===== src/rtl/tv_stream_gen.sv =====
// Field-interlaced video timing transmitter: drains a FWFT pixel FIFO at one
// slot per CLK_DIV clocks and regenerates the decoder-side raster stream.
`timescale 1ns/1ps
module tv_stream_gen #(
  parameter int H_ACTIVE = 720,
  parameter int H_TOTAL  = 858,
  parameter int V_ACTIVE = 288,
  parameter int V_TOTAL  = 312,
  parameter int CLK_DIV  = 2
) (
  input  logic        clk,
  input  logic        reset,
  input  logic        en,
  input  logic [15:0] pix_data,
  input  logic        pix_valid,
  output logic        pix_pop,
  output logic [9:0]  tv_x,
  output logic [9:0]  tv_y,
  output logic        tv_field,
  output logic        tv_dval,
  output logic [15:0] data,
  output logic [31:0] tv_count,
  output logic        underrun,
  output logic        busy
);

  localparam int DIV_W = (CLK_DIV > 2) ? $clog2(CLK_DIV) : 1;
  localparam logic [DIV_W-1:0] DIV_LAST = DIV_W'(CLK_DIV - 1);
  localparam logic [9:0] X_LAST = 10'(H_TOTAL - 1);
  localparam logic [9:0] Y_LAST = 10'(V_TOTAL - 1);
  localparam logic [9:0] X_ACT  = 10'(H_ACTIVE);
  localparam logic [9:0] Y_ACT  = 10'(V_ACTIVE);

  localparam logic [0:0] S_IDLE = 1'b0;
  localparam logic [0:0] S_RUN  = 1'b1;

  logic [0:0]       state, state_nxt;
  logic [DIV_W-1:0] div;
  logic             step;
  logic             active_nxt;
  logic             wrap_nxt;
  logic [9:0]       x_nxt, y_nxt;
  logic             field_nxt;

  // Position the raster moves to on the coming step.
  always_comb begin
    // NOTE: every always_comb output gets a default first, so no path can leave it unassigned and infer a latch.
    x_nxt     = tv_x + 10'd1;
    y_nxt     = tv_y;
    field_nxt = tv_field;
    if (tv_x == X_LAST) begin
      x_nxt = 10'd0;
      if (tv_y == Y_LAST) begin
        y_nxt     = 10'd0;
        field_nxt = ~tv_field;
      end else begin
        y_nxt = tv_y + 10'd1;
      end
    end
  end

  assign step       = (state == S_RUN) && (div == DIV_LAST);
  assign active_nxt = (x_nxt >= 10'd1) && (x_nxt <= X_ACT) &&
                      (y_nxt >= 10'd1) && (y_nxt <= Y_ACT);
  assign wrap_nxt   = (x_nxt == 10'd0) && (y_nxt == 10'd0) && !field_nxt;
  assign pix_pop    = step && active_nxt && pix_valid;

  // Leaving RUN only on the frame-closing wrap keeps every frame complete.
  always_comb begin
    state_nxt = state;
    case (state)
      S_IDLE:  if (en) state_nxt = S_RUN;
      S_RUN:   if (step && wrap_nxt && !en) state_nxt = S_IDLE;
      default: state_nxt = S_IDLE;
    endcase
  end

  always_ff @(posedge clk or negedge reset) begin
    if (!reset) begin
      state    <= S_IDLE;
      busy     <= 1'b0;
      div      <= '0;
      tv_x     <= 10'd0;
      tv_y     <= 10'd0;
      tv_field <= 1'b0;
      tv_dval  <= 1'b0;
      data     <= 16'd0;
      tv_count <= 32'd0;
      underrun <= 1'b0;
    end else begin
      // NOTE: sequential state uses non-blocking assignments so every flop samples pre-edge values.
      state    <= state_nxt;
      busy     <= (state_nxt == S_RUN);
      if (state == S_RUN)
        div <= (div == DIV_LAST) ? '0 : div + DIV_W'(1);
      else
        div <= '0;
      tv_dval  <= step && active_nxt;
      underrun <= step && active_nxt && !pix_valid;
      if (step) begin
        tv_x     <= x_nxt;
        tv_y     <= y_nxt;
        tv_field <= field_nxt;
        tv_count <= tv_count + 32'd1;
        if (active_nxt)
          data <= pix_valid ? pix_data : 16'd0;
      end
    end
  end

endmodule


===== config.mk =====
export PLATFORM = sky130hd
export DESIGN_NAME = tv_stream_gen
export DESIGN_NICKNAME = d
export VERILOG_FILES = /design/src/rtl/tv_stream_gen.sv
export SDC_FILE = /design/constraint.sdc
export NUM_CORES = 1
export LEC_CHECK = 0
export CAP_MARGIN = 5
export CORE_MARGIN = 2
export CORE_UTILIZATION = 40
export DETAILED_ROUTE_END_ITERATION = 10
export GPL_TIMING_DRIVEN = 0
export PLACE_DENSITY = 0.65
export SETUP_SLACK_MARGIN = 0.4
export SLEW_MARGIN = 20
export SYNTH_ARGS = -nofsm -noshare
export SYNTH_HDL_FRONTEND = slang
export SYNTH_SLANG_ARGS = --single-unit

===== constraint.sdc =====
create_clock -name clk -period 10.2 [get_ports clk]
set_input_delay 2.55 -clock clk [delete_from_list [all_inputs] [get_ports clk]]
set_output_delay 2.55 -clock clk [all_outputs]
set_load 0.05 [all_outputs]

; ---- Word-level counts from Yosys, hierarchy flattened
; Index checks and enable logic that the tools add are counted.
[totals]
reg_bits = 73
output_inout_bits = 73
[classes]
reduce_logical = 17
addsub = 4
n_bitwise = 2
magnitude_cmp = 4
muxes = 11
eq_ne = 2
[ops]
columns = op, n
row1 = $add A32 B1 Y32 const B, 1
row2 = $mux W10, 3
row3 = $add A10 B1 Y10 const B, 2
row4 = $ge A10 B1 Y1 const B, 2
row5 = $logic_not A10 Y1, 2
row6 = $mux W16, 1
row7 = $logic_and A1 B1 Y1, 11
row8 = $eq A10 B10 Y1 const B, 1
row9 = $eq A10 B9 Y1 const B, 1
row10 = $le A10 B10 Y1 const B, 1
row11 = $le A10 B9 Y1 const B, 1
row12 = $mux W1, 6
row13 = $logic_not A1 Y1, 3
row14 = $not A1 Y1, 2
row15 = $pmux W1 S2, 1
row16 = $reduce_and A2 Y1, 1
row17 = $add A1 B1 Y1 const B, 1

; ---- Logic depth before layout (Yosys ltp)
; Gate-level depths: netlist of the first run.
[depth]
depth_word = 10
depth_mapped = 14
depth_no_buf = 9

; ---- Least setup slack after synthesis of the first run
; OpenSTA, ideal clock, no wires.
[synth_timing]
path_type = input port to output port
start = input pix_valid
end = output pix_pop
path_buffers = 2
cell_stages = 3
path_slack_ps = 4122
required_time_ps = 7650
t_arrival_ps = 3528
path_cell_list = clkbuf_1 > clkbuf_1 > and2_1
[synth_via]
elab_chain_len = 1
[synth_lines]
columns = item, line_no
row1 = "start, declared", 15  ; input logic pix_valid,
row2 = $logic_and A1 B1 Y1, 66  ; assign pix_pop = step && active_nxt && pix_valid;
row3 = "end, declared", 16  ; output logic pix_pop,
; Every way passes these cells.

; ---- Worst setup path after layout of the first run
[layout_timing]
start = register tv_x[1]
end = output pix_pop
[layout_via]
elab_chain_len = 8
elab_cells_between_ends = 13
cone_classes = add/sub (1) / order compare (4) / eq/ne (1) / mux (2) / reduce/logical (5)
[layout_lines]
columns = item, line_no
row1 = "start, declared", 17  ; output logic [9:0] tv_x,
row2 = "start signal, assigned", 101  ; tv_x <= x_nxt;
row3 = $add A10 B1 Y10 / $eq A10 B10 Y1 (equally long branches), "48, 51"
row4 = $mux W10, 51  ; if (tv_x == X_LAST) begin
row5 = $ge A10 B1 Y1 / $le A10 B10 Y1 (equally long branches), 63  ; assign active_nxt = (x_nxt >= 10'd1) && (x_nxt <= X_ACT) &&
row6 = $logic_and A1 B1 Y1 (2 in series), 63
row7 = $logic_and A1 B1 Y1 (*), 64  ; (y_nxt >= 10'd1) && (y_nxt <= Y_ACT);
row8 = $logic_and A1 B1 Y1 (*) (2 in series), 66
; Every way passes the cells marked *; elsewhere a longest branch is shown, timed or not.

==> metrics, run 1 <==
status=completed; Finished Core Util=54.93%; # fillers=822; Area contributors post-synth=dfrtp_1 (48%), xnor2_1 (6.9%), nand2_1 (6.2%), mux2i_1 (4.7%), nand4_1 (3.1%); leakage=2.137 nW; EDFF count, synth=0; H-Tree Depth=3; sequential area share after synthesis=47.68%; CTS tree=yes; Resize count post-CTS=0; post-layout min period=6933 ps; Cell Pwr Density=167.6 nW/µm²; TNS Setup=0 ps; top_reg_cell synth=dfrtp_1; crit-path most repeated cell=buf_6; drt drc=0; Worst EP required=7650 ps; switching part of the total=40.48%; Max IR drop VDD=0.00007226 V; Buffers on Ports=91; Max Buffers Root-to-Sink=2; Clock Skew=11.15 ps; Slew headroom=37.77%; Setup Fix Bufs, Post-CTS=0; area grow syn2layout=33.12%; first-pass GRT wire length=15.17 mm; syn_area_per_cell=9.773 µm²; Synth Cell Area=3831 µm²; Synth Instances=392; Antenna diodes=0; reg2reg start=tv_x[1]$_DFFE_PN0P_; CP Launch Type=flip-flop; crit path kind=reg -> out; final cycle utilization of the critical path=67.97%; hold path start=div$_DFF_PN0_; power share of the clock group=23.4%; Final Wtd Congestion=0.8754; P_sw=346.0 µW; GR Overflow Total=0; Die W=101.9 µm; CTS Buf Count=9; placed instance area=4928 µm²; site row count=35; clock sinks=73; hold crit path type=reg -> reg; FMAX=144.2 MHz; Nets=519; slowest CP cell=clkdlybuf4s50_1; CP Capture Type=primary output; post-placement setup slack=3321 ps; core area=9284 µm²; RSZ-0062 raised after global routing=no; r2r setup slk=6810 ps; drt total wl=9.002 mm; Mapped Nets=416; TritonRoute pass-1 iters=4; clk_lat worst skew=340 ps; Final Hold Fails=0; Seq pwr share=40.5%; Clock Pin Slew Worst Setup and Hold Paths=80 ps; layout cells sized above 1=7.400%; Avg WL per Cell=14.31 µm; via density per instance=5.051; CP arrival=4380 ps; hold path cells=1; Worst R2R Path Depth=14; hold buffer count at CTS=0; root buf cell=clkbuf_8; worst-path fanout max=10; ys async rst share=100.0%; initial drt markers=94; Total Routing Usage GR=18.24%; Final HPWL DP=6.511 mm; final setup fails=0; Initial Utilization=41.27%; delay of the slowest cell on the worst path=790 ps; Yosys warning count=0; crit-path cells=clkbuf_1 -> inv_1 -> ha_1 -> nand3b_1 -> or4_4 -> buf_6 -> buf_8 -> nor4_4 -> mux2i_1 -> o41ai_2 -> a211oi_2 -> buf_6 -> buf_12 -> and2_1 -> clkdlybuf4s50_1; P_int=508.6 µW; Hold Path End=div$_DFF_PN0_; fin. max-slew vios=0; reg2reg end=data[13]$_DFFE_PN0P_; die area=10380 µm²; largest net degree at the start of global routing=52; Top Ports=93; number of global-route vias before repair=3199; post-synth top area share=47.68%; number of distinct library cells after synthesis=49; worst-margin pin slew=925.7 ps; initial antenna violation count=0; DRT antenna net count=0; DR vias=3177; Die Y-Extent=101.9 µm; Logic pwr share=36.2%; Final Hold Slack=448.9 ps; Max Cap Violations=0; Yosys reg bits=73; area leader, netlist=dfrtp_1; final setup margin=3267 ps; fin area=5100 µm²
[cells in the mapped netlist (2+ instances only)]
master,number
dfrtp_1,73
nand2_1,63
xnor2_1,30
inv_1,22
nand4_1,19
mux2i_1,18
nand3_1,18
nor2_1,18
o21ai_0,15
clkbuf_1,13
xor2_1,12
a21oi_1,8
and3_1,7
nor3_1,7
a31oi_1,6
and2_1,4
ha_1,4
nor2b_1,4
nor4_1,4
a211oi_1,3
a21o_1,3
buf_2,3
buf_6,3
nand2b_1,3
or4_1,3
and4_1,2
o211ai_1,2
o22ai_1,2
o31ai_1,2
or2_2,2
[through the flow]
stage	std cells	power, mW
floorplan	392	0.5533
global placement	612	0.6515
finish	629	0.8546
detailed placement	613	0.6596
global route	629	0.9037
CTS	629	0.8618
[cells by family after synthesis]
logic type | Yosys count | synth area share [%]
and+or+nand+nor | 163 | 22.01
DFF | 73 | 47.68
AOI/OAI and AO/OA | 48 | 8.785
buffers and inverters | 43 | 5.617
xor gates and xnor gates | 42 | 9.601
muxes | 19 | 4.997
adders and majority gates | 4 | 1.306
[sequential cells by signal, indices dropped and copies added, names as in the netlist]
register	count
tv_dval	1
tv_field	1
state	1
tv_count	32
underrun	1
div	1
data	16
tv_y	10
tv_x	10
[cell usage in the layout (no fill, tap or decap), types with 4 or more instances in the layout]
| cell type | synthesis | routed |
|---|---|---|
| o21ai_0 | 15 | 15 |
| nand3_1 | 18 | 18 |
| nand4_1 | 19 | 19 |
| nor4_1 | 4 | 4 |
| and2_1 | 4 | 4 |
| ha_1 | 4 | 4 |
| dfrtp_1 | 73 | 73 |
| xor2_1 | 12 | 12 |
| a31oi_1 | 6 | 6 |
| xnor2_1 | 30 | 30 |
| nor2b_1 | 4 | 4 |
| nand2_1 | 63 | 63 |
| clkbuf_8 | 0 | 9 |
| inv_1 | 22 | 22 |
| nor3_1 | 7 | 7 |
| and3_1 | 7 | 7 |
| clkdlybuf4s50_1 | 0 | 90 |
| mux2i_1 | 18 | 18 |
| clkbuf_1 | 13 | 14 |
| a21oi_1 | 8 | 8 |
| clkinvlp_4 | 0 | 4 |
| nor2_1 | 18 | 18 |
[power groups by stage]
stage	clock network [mW]	registers, mW	logic, mW
2_1_floorplan	0	0.430	0.124
3_3_place_gp	0	0.351	0.301
5_1_grt	0.221	0.350	0.333
3_5_place_dp	0	0.351	0.308
4_1_cts	0.207	0.346	0.309
6_report	0.200	0.346	0.309
[critical path: cells and delay by family, from the launching register on]
family | cells | cell delay (ps)
buf+inv | 7 | 1750
flops | 1 | 410
mux | 1 | 410
fa+ha+maj | 1 | 140
compound gates | 2 | 370
simple gates | 4 | 940
[worst max-delay path by stage]
stage | startpoint | end | slack (ps) | cells past startpoint
2_1_floorplan | pix_valid | pix_pop | 4120 | 3
3_3_place_gp | pix_valid | pix_pop | 3320 | 4
3_5_place_dp | pix_valid | pix_pop | 3320 | 4
4_1_cts | tv_x[1]$_DFFE_PN0P_ | pix_pop | 3250 | 15
5_1_grt | tv_x[1]$_DFFE_PN0P_ | pix_pop | 3080 | 15
6_report | tv_x[1]$_DFFE_PN0P_ | pix_pop | 3270 | 15
[cell type report]
| class | instances | area, µm² | area share, % |
|---|---|---|---|
| sequential | 73 | 1827 | 35.82 |
| multi-input combinational | 276 | 1789 | 35.08 |
| timing repair buffer | 92 | 935.9 | 18.35 |
| tap | 129 | 161.4 | 3.165 |
| buffer | 21 | 132.6 | 2.601 |
| clock buffer | 10 | 127.6 | 2.502 |
| inverter | 22 | 82.58 | 1.619 |
| clock inverter | 6 | 43.79 | 0.8587 |
[layer usage]
metal,part of all wire (%),vias up,GRT usage (%)
met4,0.94,0,4.821
met3,4.6,7,4.514
li1,-,1556,-
met1,47,1530,24.67
met2,47,84,29.45
met5,0,-,0
Note: power is estimated with default switching activity, not from simulation.
==> run 2: changes to the inputs <==
PLACE_DENSITY = 0.67   (was 0.65)
clock period = 6.2 ns   (was 10.2 ns; I/O delays follow)
==> run 2 against run 1 <==
Effect of this change:
- count of clock-buffer cells in the layout fell by 1
- die area stayed put
- first-iteration DRC count up 46%
- critical path depth did not move
- clock power rose by 92%
- core utilization up 0.31 points
- sequential power grew 64%
- non-clock buffer count stayed put
- clock skew hardly changed
- final cell count unchanged
- highest routed layer unchanged
==> metrics, run 2 (synthesized netlist as in run 1, its figures left out) <==
delay of the slowest cell on the worst path=520 ps; fin. max-slew vios=0; DR vias=3179; Setup Fix Bufs, Post-CTS=0; layout cells sized above 1=7.600%; Avg WL per Cell=14.28 µm; site row count=35; leakage=2.167 nW; area grow syn2layout=33.87%; core area=9284 µm²; placed instance area=4928 µm²; Worst R2R Path Depth=14; DRT antenna net count=0; TritonRoute pass-1 iters=4; Sequential Area=1827 µm²; drt total wl=8.985 mm; root buf cell=clkbuf_8; fin area=5129 µm²; most common cell after layout, fill and taps aside=clkdlybuf4s50_1; most frequent cells in the layout=clkdlybuf4s50_1 (89), dfrtp_1 (73), nand2_1 (63); number of global-route vias before repair=3054; Cell Pwr Density=284.1 nW/µm²; die area=10380 µm²; met1 global-route usage=24.96%; Clock Pin Slew Worst Setup and Hold Paths=80 ps; final setup fails=0; initial drt markers=137; Top Ports=93; Cell Count, Final, Fillers Out=629; total power=1.457 mW; slowest CP cell=dlygate4sd2_1; r2r setup slk=2950 ps; Final Hold Fails=0; final cycle utilization of the critical path=88.92%; Total Routing Usage GR=18.10%; CP startpoint=tv_x[1]$_DFFE_PN0P_; clk_lat worst skew=350 ps; GR Overflow Total=0; CTS tree=yes; H-Tree Depth=3; Buffers on Ports=91; initial antenna violation count=0; Antenna diodes=0; Final HPWL DP=6.532 mm; Max Cap Violations=0; M3 GR Usage=3.488%; post-layout min period=5513 ps; Nets=519; Slew headroom=43.56%; Max IR drop VDD=0.0001399 V; Die Y-Extent=101.9 µm; Placed Cells=613; global-route track usage on met2=28.59%; worst-path fanout max=10; registers with the most flip-flops=tv_count x32, data x16; FMAX=181.4 MHz; Initial Utilization=41.27%; max reg flops=32; worst-margin pin slew=839.7 ps; hold crit path type=reg -> reg; Finished Core Util=55.24%; Final Wtd Congestion=0.8221; Biggest register=tv_count; CP Launch Type=flip-flop; RSZ-0062 raised after global routing=no; CP arrival=3960 ps; # fillers=852; Max Buffers Root-to-Sink=2; status=completed; reg2reg start=tv_x[1]$_DFFE_PN0P_; crit-path cells=clkbuf_1 -> inv_1 -> ha_1 -> nand3b_1 -> or4_4 -> buf_6 -> buf_8 -> nor4_4 -> mux2i_1 -> o41ai_2 -> a211oi_2 -> buf_6 -> buf_12 -> and2_1 -> dlygate4sd2_1; gr busiest metal=met2; hold buffer count at CTS=0; Worst EP required=4650 ps; via density per instance=5.054; Clock Skew=10.66 ps; CP Capture Type=primary output; reg2reg end=data[13]$_DFFE_PN0P_; CP Capture Point=pix_pop; drt drc=0; TNS Setup=0 ps; clock sinks=73; CTS Buf Count=9; area of the multi-input gates=1789 µm²; Die W=101.9 µm; crit-path most repeated cell=buf_6; crit path kind=reg -> out; largest net degree at the start of global routing=49; first-pass GRT wire length=14.82 mm; Resize count post-CTS=1
## run 2: report_power, final
group / switching [mW] / total, mW / internal (mW)
clock: 0.196 / 0.385 / 0.189
combinational: 0.335 / 0.505 / 0.170
sequential: 0.0468 / 0.567 / 0.520
total: 0.578 / 1.46 / 0.880
## run 2: stage by stage
step	hold WS, ps	setup slack, ps
6_report	449.9	686.8
5_1_grt	478.8	409.7
4_1_cts	455.0	643.4
3_5_place_dp	441.8	753.8
3_3_place_gp	428.6	756.8
2_1_floorplan	417.3	1262
## run 2: metal layers
metal | part of all wire (%) | vias up | wire length [µm]
met4 | 1.4 | 0 | 123
met3 | 5.1 | 13 | 456
met5 | 0 | - | 0
met1 | 47 | 1514 | 4255
li1 | - | 1565 | -
met2 | 46 | 87 | 4149
## run 2: critical path: cells and delay by family, from the launching register on
kind | cells | cell delay, ps
muxes | 1 | 330
AOI/OAI and AO/OA | 2 | 330
adders and majority gates | 1 | 150
buffers and inverters | 7 | 1450
DFF | 1 | 410
and+or+nand+nor | 4 | 950
## run 2: cell type report
type                    instances  share of cell area [%]
plain buffers                  21                   2.586
clock buffers                   9                   2.415
clock inverters                 7                   1.513
inverters                      22                   1.610
multi-input cells             276                   34.89
flip-flops and latches         73                   35.62
well taps                     129                   3.147
repair buffers                 92                   18.22
## run 2: how the worst min path moves through the flow
stage,from,endpoint,cells after the start
2_1_floorplan,div$_DFF_PN0_,div$_DFF_PN0_,1
3_3_place_gp,div$_DFF_PN0_,div$_DFF_PN0_,1
3_5_place_dp,div$_DFF_PN0_,div$_DFF_PN0_,1
4_1_cts,div$_DFF_PN0_,div$_DFF_PN0_,1
5_1_grt,div$_DFF_PN0_,div$_DFF_PN0_,1
6_report,div$_DFF_PN0_,div$_DFF_PN0_,1
